### config.mk
export PLATFORM = sky130hd
export DESIGN_NAME = hamming_secded_decoder_pipe
export DESIGN_NICKNAME = d
export VERILOG_FILES = /design/src/rtl/hamming_pkg.sv /design/src/rtl/hamming_syndrome_calc.sv /design/src/rtl/hamming_secded_decoder_pipe.sv
export SDC_FILE = /design/constraint.sdc
export NUM_CORES = 1
export LEC_CHECK = 0
export ABC_AREA = 1
export CORE_AREA = 2 2 84 78
export CTS_BUF_LIST = sky130_fd_sc_hd__clkbuf_8
export CTS_CLUSTER_SIZE = 24
export DETAILED_ROUTE_END_ITERATION = 10
export DIE_AREA = 0 0 86 80
export PLACE_DENSITY_LB_ADDON = 0.08
export SLEW_MARGIN = 0
export SYNTH_ARGS = -nofsm -noshare
export SYNTH_HDL_FRONTEND = slang
export SYNTH_SLANG_ARGS = --single-unit
### constraint.sdc
create_clock -name clk -period 2.2 [get_ports clk]
set_clock_uncertainty 0.1 [all_clocks]
set_input_delay 0.44 -clock clk [delete_from_list [all_inputs] [get_ports clk]]
set_output_delay 0.44 -clock clk [all_outputs]
set_load 0.01 [all_outputs]
### src/rtl/hamming_pkg.sv
// Shared types and helpers for the SECDED decoder.
// Provides parity-width sizing, a power-of-two test and the per-word error class.
package hamming_pkg;

  localparam int unsigned MAX_DATA_W = 64;

  typedef enum logic [1:0] {
    ERR_NONE,
    ERR_SINGLE,
    ERR_DOUBLE
  } err_class_e;

  // Smallest r with 2^r >= data_w + r + 1.
  function automatic int unsigned calc_par_w(input int unsigned data_w);
    int unsigned r;
    logic        found;
    r     = 1;
    found = 1'b0;
    for (int unsigned k = 1; k <= MAX_DATA_W; k++) begin
      if (!found && ((64'd1 << k) >= 64'(data_w + k + 1))) begin
        r     = k;
        found = 1'b1;
      end
    end
    return r;
  endfunction

  function automatic logic is_pow2(input int v);
    return (v > 0) && ((v & (v - 1)) == 0);
  endfunction

endpackage

### src/rtl/hamming_syndrome_calc.sv
// Combinational Hamming syndrome and overall parity of a codeword.
//   code     : codeword, bit 0 = overall parity, bit k = Hamming position k
//   syndrome : XOR of the indices of all set bits at positions 1..CODE_W-1
//   parity   : XOR of every bit (0 for an intact even-parity word)
module hamming_syndrome_calc #(
  parameter int unsigned CODE_W = 8,
  parameter int unsigned PAR_W  = 3
) (
  input  logic [CODE_W-1:0] code,
  output logic [PAR_W-1:0]  syndrome,
  output logic              parity
);

  always_comb begin
    syndrome = '0;
    for (int unsigned k = 1; k < CODE_W; k++) begin
      if (code[k]) syndrome = syndrome ^ PAR_W'(k);
    end
    parity = ^code;
  end

endmodule

### src/rtl/hamming_secded_decoder_pipe.sv
// Two-stage valid/ready extended-Hamming (SECDED) decoder with saturating event counters.
//   clk, rst_n            : clock, asynchronous active-low reset
//   in_valid/in_ready     : codeword handshake, in_code = received codeword
//   out_valid/out_ready   : decoded word handshake
//   out_data              : corrected payload
//   out_syndrome          : raw Hamming syndrome
//   out_err_single/double : corrected / uncorrectable flags
//   cnt_clr               : synchronous clear of corr_cnt and uncorr_cnt
module hamming_secded_decoder_pipe
  import hamming_pkg::*;
#(
  parameter  int unsigned DATA_W = 4,
  parameter  int unsigned CNT_W  = 16,
  localparam int unsigned PAR_W  = calc_par_w(DATA_W),
  localparam int unsigned CODE_W = DATA_W + PAR_W + 1
) (
  input  logic              clk,
  input  logic              rst_n,
  input  logic              in_valid,
  output logic              in_ready,
  input  logic [CODE_W-1:0] in_code,
  output logic              out_valid,
  input  logic              out_ready,
  output logic [DATA_W-1:0] out_data,
  output logic [PAR_W-1:0]  out_syndrome,
  output logic              out_err_single,
  output logic              out_err_double,
  input  logic              cnt_clr,
  output logic [CNT_W-1:0]  corr_cnt,
  output logic [CNT_W-1:0]  uncorr_cnt
);

  // Hamming position holding data bit j.
  function automatic int unsigned data_pos(input int unsigned j);
    int unsigned cnt;
    int unsigned pos;
    cnt = 0;
    pos = 0;
    for (int unsigned k = 1; k < CODE_W; k++) begin
      if (!is_pow2(int'(k))) begin
        if (cnt == j) pos = k;
        cnt++;
      end
    end
    return pos;
  endfunction

  logic              s1_valid;
  logic [DATA_W-1:0] s1_data;
  logic [PAR_W-1:0]  s1_syn;
  logic              s1_par;

  logic [PAR_W-1:0]  syn_c;
  logic              par_c;
  logic [DATA_W-1:0] raw_data_c;
  logic [DATA_W-1:0] corr_data_c;
  err_class_e        cls_c;
  logic              do_flip_c;
  logic              s2_ready;
  logic              in_fire;
  logic              out_fire;

  // Purely combinational ready chain so a full pipe still streams.
  assign s2_ready = !out_valid || out_ready;
  assign in_ready = !s1_valid || s2_ready;
  assign in_fire  = in_valid && in_ready;
  assign out_fire = out_valid && out_ready;

  hamming_syndrome_calc #(
    .CODE_W (CODE_W),
    .PAR_W  (PAR_W)
  ) u_syn (
    .code     (in_code),
    .syndrome (syn_c),
    .parity   (par_c)
  );

  // Check bits are fully consumed by the syndrome, so only payload positions travel to S2.
  for (genvar j = 0; j < DATA_W; j++) begin : g_extract
    localparam int unsigned POS = data_pos(j);
    assign raw_data_c[j]  = in_code[POS];
    assign corr_data_c[j] = s1_data[j] ^ (do_flip_c && (s1_syn == PAR_W'(POS)));
  end

  // Error classification; syndromes beyond the shortened code are uncorrectable.
  always_comb begin
    cls_c     = ERR_NONE;
    do_flip_c = 1'b0;
    if (!s1_par) begin
      cls_c = (s1_syn == '0) ? ERR_NONE : ERR_DOUBLE;
    end else if (s1_syn == '0) begin
      cls_c = ERR_SINGLE;
    end else if (32'(s1_syn) < CODE_W) begin
      cls_c     = ERR_SINGLE;
      do_flip_c = 1'b1;
    end else begin
      cls_c = ERR_DOUBLE;
    end
  end

  // S1 valid.
  always_ff @(posedge clk or negedge rst_n) begin
    if (!rst_n) begin
      s1_valid <= 1'b0;
    end else if (in_ready) begin
      s1_valid <= in_valid;
    end
  end

  // S1 payload, syndrome and parity.
  always_ff @(posedge clk) begin
    if (in_fire) begin
      s1_data <= raw_data_c;
      s1_syn  <= syn_c;
      s1_par  <= par_c;
    end
  end

  // S2 drives the outputs directly.
  always_ff @(posedge clk or negedge rst_n) begin
    if (!rst_n) begin
      out_valid      <= 1'b0;
      out_data       <= '0;
      out_syndrome   <= '0;
      out_err_single <= 1'b0;
      out_err_double <= 1'b0;
    end else if (s2_ready) begin
      out_valid <= s1_valid;
      if (s1_valid) begin
        out_data       <= corr_data_c;
        out_syndrome   <= s1_syn;
        out_err_single <= (cls_c == ERR_SINGLE);
        out_err_double <= (cls_c == ERR_DOUBLE);
      end
    end
  end

  // Saturating event counters; clear wins over a same-cycle increment.
  always_ff @(posedge clk or negedge rst_n) begin
    if (!rst_n) begin
      corr_cnt   <= '0;
      uncorr_cnt <= '0;
    end else if (cnt_clr) begin
      corr_cnt   <= '0;
      uncorr_cnt <= '0;
    end else if (out_fire) begin
      if (out_err_single && (corr_cnt != '1))   corr_cnt   <= corr_cnt + CNT_W'(1);
      if (out_err_double && (uncorr_cnt != '1)) uncorr_cnt <= uncorr_cnt + CNT_W'(1);
    end
  end

endmodule

==> results of run 1 <==
[worst paths after layout]
kind	from	to	cells past startpoint
min in group clk	out_data[0]$_DFFE_PN0P_	out_data[0]$_DFFE_PN0P_	2
max in group asynchronous	rst_n	corr_cnt[8]$_DFFE_PN0P_	2
worst max register to register	uncorr_cnt[0]$_DFFE_PN0P_	uncorr_cnt[15]$_DFFE_PN0P_	9
worst max-delay path	uncorr_cnt[0]$_DFFE_PN0P_	uncorr_cnt[15]$_DFFE_PN0P_	9
worst min register to register	out_data[0]$_DFFE_PN0P_	out_data[0]$_DFFE_PN0P_	2
worst min-delay path	rst_n	uncorr_cnt[0]$_DFFE_PN0P_	2
[registers in the layout (all words and copies together), names as in the netlist]
name / cells
s1_par: 1
out_syndrome: 3
out_err_double: 1
out_data: 4
out_valid: 1
out_err_single: 1
s1_valid: 1
s1_data: 4
corr_cnt: 16
s1_syn: 3
uncorr_cnt: 16
[cell usage in the layout, fill, tap and decap left out]
master             n
bufinv_16          1
dlymetal6s2s_1     1
xnor2_1            8
nand3b_1           2
clkinv_2           1
buf_2              1
nor2_1            35
edfxtp_1           8
buf_12             2
dfrtp_1           43
inv_2              2
o21bai_1           6
nor2_4             5
clkdlybuf4s50_1   53
ha_1               2
inv_1             29
nand3_1           22
clkbuf_8           5
nand2_1          134
nand2_2            1
buf_4              3
clkinv_1           1
or2_2              4
nand3_2            2
nor2_2             3
a21oi_1            1
nand4_1           34
a31oi_1            1
a22o_1             1
xor2_1            12
o21ai_0           12
[report_power, final]
group | internal [W] | total (W) | switching (W)
clock network | 0.000334 | 0.000642 | 0.000309
registers | 0.00105 | 0.00111 | 0.0000581
logic | 0.000224 | 0.000463 | 0.000238
total | 0.00161 | 0.00221 | 0.000605
[cell families after synthesis]
family,synth area share (%)
and+or+nand+nor,37.8
DFF,45.3
buffers and inverters,5.64
AOI/OAI and AO/OA,4.31
xor gates and xnor gates,6.03
adders and majority gates,0.862
[final cells by class]
| cell class | instances | area share [%] |
|---|---|---|
| Inverter | 31 | 3.18 |
| Sequential cell | 51 | 35.9 |
| Clock buffer | 5 | 1.88 |
| Multi-Input combinational cell | 285 | 38.9 |
| Tap cell | 72 | 2.46 |
| Timing Repair Buffer | 60 | 16.7 |
| Clock inverter | 3 | 1.06 |
[layer usage]
layer | vias up | wire length (um)
met5 | - | 0
met4 | 0 | 79
met3 | 9 | 321
met2 | 79 | 2970
met1 | 1207 | 3010
li1 | 1345 | -
[critical path, delay by kind of cell (launching register included)]
family,cells,cell delay [ns]
simple gates,7,0.93
flops,1,0.45
fa+ha+maj,1,0.29
buf+inv,1,0.11
[what timing repair did]
item                       CTS  global route
resized for setup            0             1
setup endpoints to repair    0             1
hold endpoints to repair     0             0
hold buffers                 0             0
[through the flow]
stage	instances	instance area [um^2]	setup slack (ns)	total power (W)
2_1_floorplan	375	2900	0.459	0.00135
3_3_place_gp	499	3550	0.0580	0.00159
3_5_place_dp	499	3550	0.0466	0.00160
4_1_cts	507	3660	0.0462	0.00225
5_1_grt	507	3660	0.0374	0.00234
6_report	507	3660	0.264	0.00221
==> impl_metrics.toml, run 1 <==
[run_status]
status = "complete, no violations"

[timing]
tightest_slew_ns = 0.581
holdWs_ns = 0.0944
layout_min_cycle_time_ns = 1.94
grt_setup_unrepaired = "false"
setup_viol = 0
min_period_over_period_pct = 88.0
max_slew_margin_pct = 61.3
slew_violations = 0
hold_viol_final = 0
setup_tns_ns = 0
fmax_ghz = 0.516

[place]
gp_congestion = 0.837
portBuffers = 55
dp_hpwl_um = 4560

[grt]
globalRouteMet3Util_pct = 3.72
grt_util_met2_pct = 33.1
grt_start_max_net_pins = 44
antenna_found_initial = 0
grt_pass1_vias = 2452
overflow = 0
met1_usage_pct = 26.7
grt_usage_pct = 20.1
top_usage_layer = "met2"
grt_pass1_wl_um = 11200

[die]
fp.dieW_um = 86
core.rowCount = 27
dieArea_um2 = 6880
die_h_um = 80
core_region_area_um2 = 5980
start_util_pct = 48.6
io_pins = 56

[cells_and_area]
num-fill-cells = 559
utilization_pct = 61.3
n_antenna_cell = 0
nNetsFinal = 449
area_growth_pct = 26.2
drive_above_1_share_pct = 6.90
multiInputGateArea_um2 = 1420
regArea_um2 = 1320

[worst_hold_path]
holdCritPathClass = "in -> async"

[routing]
wirelength_um = 6390
via_per_inst = 5.21
drc = 0
drt_first_pass_iters = 4
wire_per_inst_um = 12.6
postRouteAntennaNets = 0
first_iter_violations = 105
vias = 2640

[flow_run]
cap_violations = 0

[synth]
synth.largest_area_cell = "dfrtp_1"
syn-num-nets = 390
synthDistinctLibCells = 25
synth_top_area_share_pct = 37.1
synth-edff-count = 8
synthCells = 375
ys_seq_area_share_pct = 45.3
synth_warnings = 0
synth_most_common_cell = "nand2_1"
syn_area_um2 = 2900
synthTopCellsByArea = "dfrtp_1, nand2_1, edfxtp_1"
avgSynthCellArea_um2 = 7.74
async_flop_share_pct = 84.3
ys_top_cells_by_count = "nand2_1, dfrtp_1, nor2_1"
synth_ff_type = "dfrtp_1"
synth-seq-cells = 51

[clocking]
clk_path_buf_depth = 2
worstSkewPairLatency_ns = 0.30
cts_tree = "built"
postCtsSetupBuffers = 0
cts_max_level = 2
root_buffer = "clkbuf_8"
clkSinkCount = 51
cts_made_buffers = 5
clk_pin_slew_worst_paths_ns = 0.10

[critical_path]
slowest_stage = "dfrtp_1"
crit_chain = "ha_1, nand3_2, inv_2, nand2_2, nor2_4, nor2_4, nor2_4, nand2_1, nand2_1"
cpPeakStageDelay_ns = 0.45
r2r_slack_ns = 0.26
worst-path-max-fanout = 15
crit_type = "reg -> reg"
cpMostUsedCell = "nor2_4"
worstSetupEndpointType = "flip-flop"
required_ns = 2.34
critPathArrivalTime_ns = 2.08
worstSetupStartpointType = "flip-flop"

[pwr]
ir_drop_v = 0.000360
cellPowerDensity_nw_per_um2 = 604
p_leak_nw = 1.58
No activity file was read; power rests on OpenSTA's default activity.
==> inputs of run 2 (changes only) <==
--- a/config.mk
+++ b/config.mk
@@ -8,11 +8,12 @@
 export ABC_AREA = 1
 export CORE_AREA = 2 2 84 78
 export CTS_BUF_LIST = sky130_fd_sc_hd__clkbuf_8
+export CTS_CLUSTER_DIAMETER = 150
 export CTS_CLUSTER_SIZE = 24
 export DETAILED_ROUTE_END_ITERATION = 10
 export DIE_AREA = 0 0 86 80
 export PLACE_DENSITY_LB_ADDON = 0.08
-export SLEW_MARGIN = 0
+export SLEW_MARGIN = 40
 export SYNTH_ARGS = -nofsm -noshare
 export SYNTH_HDL_FRONTEND = slang
 export SYNTH_SLANG_ARGS = --single-unit
==> results of run 2 <==
No change in the layout: final DEF, timing and power equal those of run 1.
==> inputs of run 3 (changes only) <==
--- a/config.mk
+++ b/config.mk
@@ -6,12 +6,12 @@
 export NUM_CORES = 1
 export LEC_CHECK = 0
 export ABC_AREA = 1
-export CORE_AREA = 2 2 84 78
+export CORE_AREA = 2 2 85 79
 export CTS_BUF_LIST = sky130_fd_sc_hd__clkbuf_8
 export CTS_CLUSTER_DIAMETER = 150
 export CTS_CLUSTER_SIZE = 24
 export DETAILED_ROUTE_END_ITERATION = 10
-export DIE_AREA = 0 0 86 80
+export DIE_AREA = 0 0 87 81
 export PLACE_DENSITY_LB_ADDON = 0.08
 export SLEW_MARGIN = 40
 export SYNTH_ARGS = -nofsm -noshare
==> constraint.sdc (replaced) <==
create_clock -name clk -period 1.75 [get_ports clk]
set_clock_uncertainty 0.1 [all_clocks]
set_input_delay 0.35 -clock clk [delete_from_list [all_inputs] [get_ports clk]]
set_output_delay 0.35 -clock clk [all_outputs]
set_load 0.01 [all_outputs]
==> impl_metrics.toml, run 3 (synthesis results as in run 1) <==
[run_status]
status = "complete, no violations"

[die]
fp.dieW_um = 87
core_region_area_um2 = 6270
die_h_um = 81
start_util_pct = 46.3
io_pins = 56
dieArea_um2 = 7050
core.rowCount = 28

[critical_path]
path_buf_inv = 1
ff2ff_path_depth = 9
cpPeakStageDelay_ns = 0.54
reg2reg_from = "uncorr_cnt[5]$_DFFE_PN0P_"
required_ns = 1.30
critPathTopFamily = "buffers and inverters"
worstSetupStartpointType = "flip-flop"
crit_chain = "clkdlybuf4s50_1"
critPathArrivalTime_ns = 1.25
worst-path-max-fanout = 4
slowest_stage = "clkdlybuf4s50_1"
worstReg2RegEnd = "uncorr_cnt[12]$_DFFE_PN0P_"
crit_type = "reg -> out"
r2r_slack_ns = 0.17
worstSetupEndpointType = "output port"

[worst_hold_path]
holdCritPathClass = "reg -> reg"
hold_depth = 2
hold_end = "out_data[3]$_DFFE_PN0P_"
hp-start = "out_data[3]$_DFFE_PN0P_"

[clocking]
root_buffer = "clkbuf_8"
cts_max_level = 2
clk_path_buf_depth = 2
clk_pin_slew_worst_paths_ns = 0.09
worstSkewPairLatency_ns = 0.30
clkSinkCount = 51
cts_made_buffers = 5
cts_tree = "built"

[cells_and_area]
regArea_um2 = 1330
drive_above_1_share_pct = 18.9
num-fill-cells = 561
area_growth_pct = 40.5
mostFrequentLayoutCells = "nand2_1, buf_4, clkdlybuf4s50_1"
nNetsFinal = 501
multiInputGateArea_um2 = 1430
instances_no_fill = 562
layout_commonest_cell = "nand2_1"
reg.largest.list = "corr_cnt: 16 flops, uncorr_cnt: 16 flops"
n_antenna_cell = 0
post-route-cell-area_um2 = 4080

[place]
dp.cells = 530
dp_hpwl_um = 5130
place_area_um2 = 3760
gp_congestion = 0.919
portBuffers = 55

[grt]
grt_pass1_vias = 2707
antenna_found_initial = 0
grt_pass1_wl_um = 12200
overflow = 0
grt_start_max_net_pins = 23
grt_usage_pct = 21.8

[timing]
setup_tns_ns = 0
layout_min_cycle_time_ns = 1.70
hold_viol_final = 0
min_period_over_period_pct = 97.0
tightest_slew_ns = 0.537
max_slew_margin_pct = 64.2
setup_viol = 0
slew_violations = 0
fmax_ghz = 0.589

[routing]
wire_per_inst_um = 13.0
first_iter_violations = 82
via_per_inst = 5.04
vias = 2835
drt_first_pass_iters = 5
wirelength_um = 7330
drc = 0
postRouteAntennaNets = 0

[pwr]
ir_drop_v = 0.000430
total_power_w = 0.00287
p_leak_nw = 1.98
cellPowerDensity_nw_per_um2 = 704

[flow_run]
cap_violations = 0
## run 3: repair_timing
action                     CTS  global route
hold endpoints to repair    20             0
resized for setup           23             7
setup endpoints to repair   30            25
pin swaps                    0             1
buffers inserted            13            10
hold buffers                 1             0
## run 3: report_power, final
part	internal [W]	leakage [nW]	total, W	switching [W]
combinational	0.000349	1.28	0.000682	0.000332
sequential	0.00132	0.636	0.00139	0.0000662
clock	0.000417	0.0607	0.000806	0.000389
## run 3: cell type report
cell class,instances,area share [%]
Clock inverter,3,0.920
Multi-Input combinational cell,285,35.1
Timing Repair Buffer,112,24.5
Inverter,31,2.85
Sequential cell,51,32.6
Clock buffer,5,1.69
Tap cell,75,2.30
## run 3: per-layer routing
metal | vias up | wire length [um] | track usage (%)
met4 | 0 | 83 | 8.59
met1 | 1301 | 3420 | 29.1
met5 | - | 0 | 0
li1 | 1452 | - | -
met3 | 8 | 283 | 3.56
met2 | 74 | 3540 | 35.6
## run 3: worst max path at each step
| stage | from | to | slack [ns] | depth (start not counted) |
|---|---|---|---|---|
| after floorplan | corr_cnt[0]$_DFFE_PN0P_ | corr_cnt[10]$_DFFE_PN0P_ | 0.009 | 9 |
| after global placement | out_ready | in_ready | -0.19 | 4 |
| after detailed placement | out_ready | in_ready | -0.20 | 4 |
| after CTS | corr_cnt[14]$_DFFE_PN0P_ | corr_cnt[14] | 0.005 | 1 |
| after global routing | corr_cnt[1]$_DFFE_PN0P_ | corr_cnt[7]$_DFFE_PN0P_ | -0.01 | 10 |
| final | uncorr_cnt[6]$_DFFE_PN0P_ | uncorr_cnt[6] | 0.05 | 1 |
## run 3: worst reg2reg max path: cells and delay by family (launching register included)
family / cells / cell delay, ns
DFF: 1 / 0.44
buffers and inverters: 1 / 0.14
and+or+nand+nor: 8 / 0.84
## run 3: per-stage QoR
step | util (%) | hold WS, ns | setup slack, ns
3_3_place_gp | 59.9 | 0.262 | -0.192
5_1_grt | 65.1 | 0.428 | -0.0118
2_1_floorplan | - | -0.0456 | 0.00941
3_5_place_dp | 59.9 | 0.263 | -0.204
6_report | 65.1 | 0.401 | 0.0517
4_1_cts | 63.3 | 0.408 | 0.00527
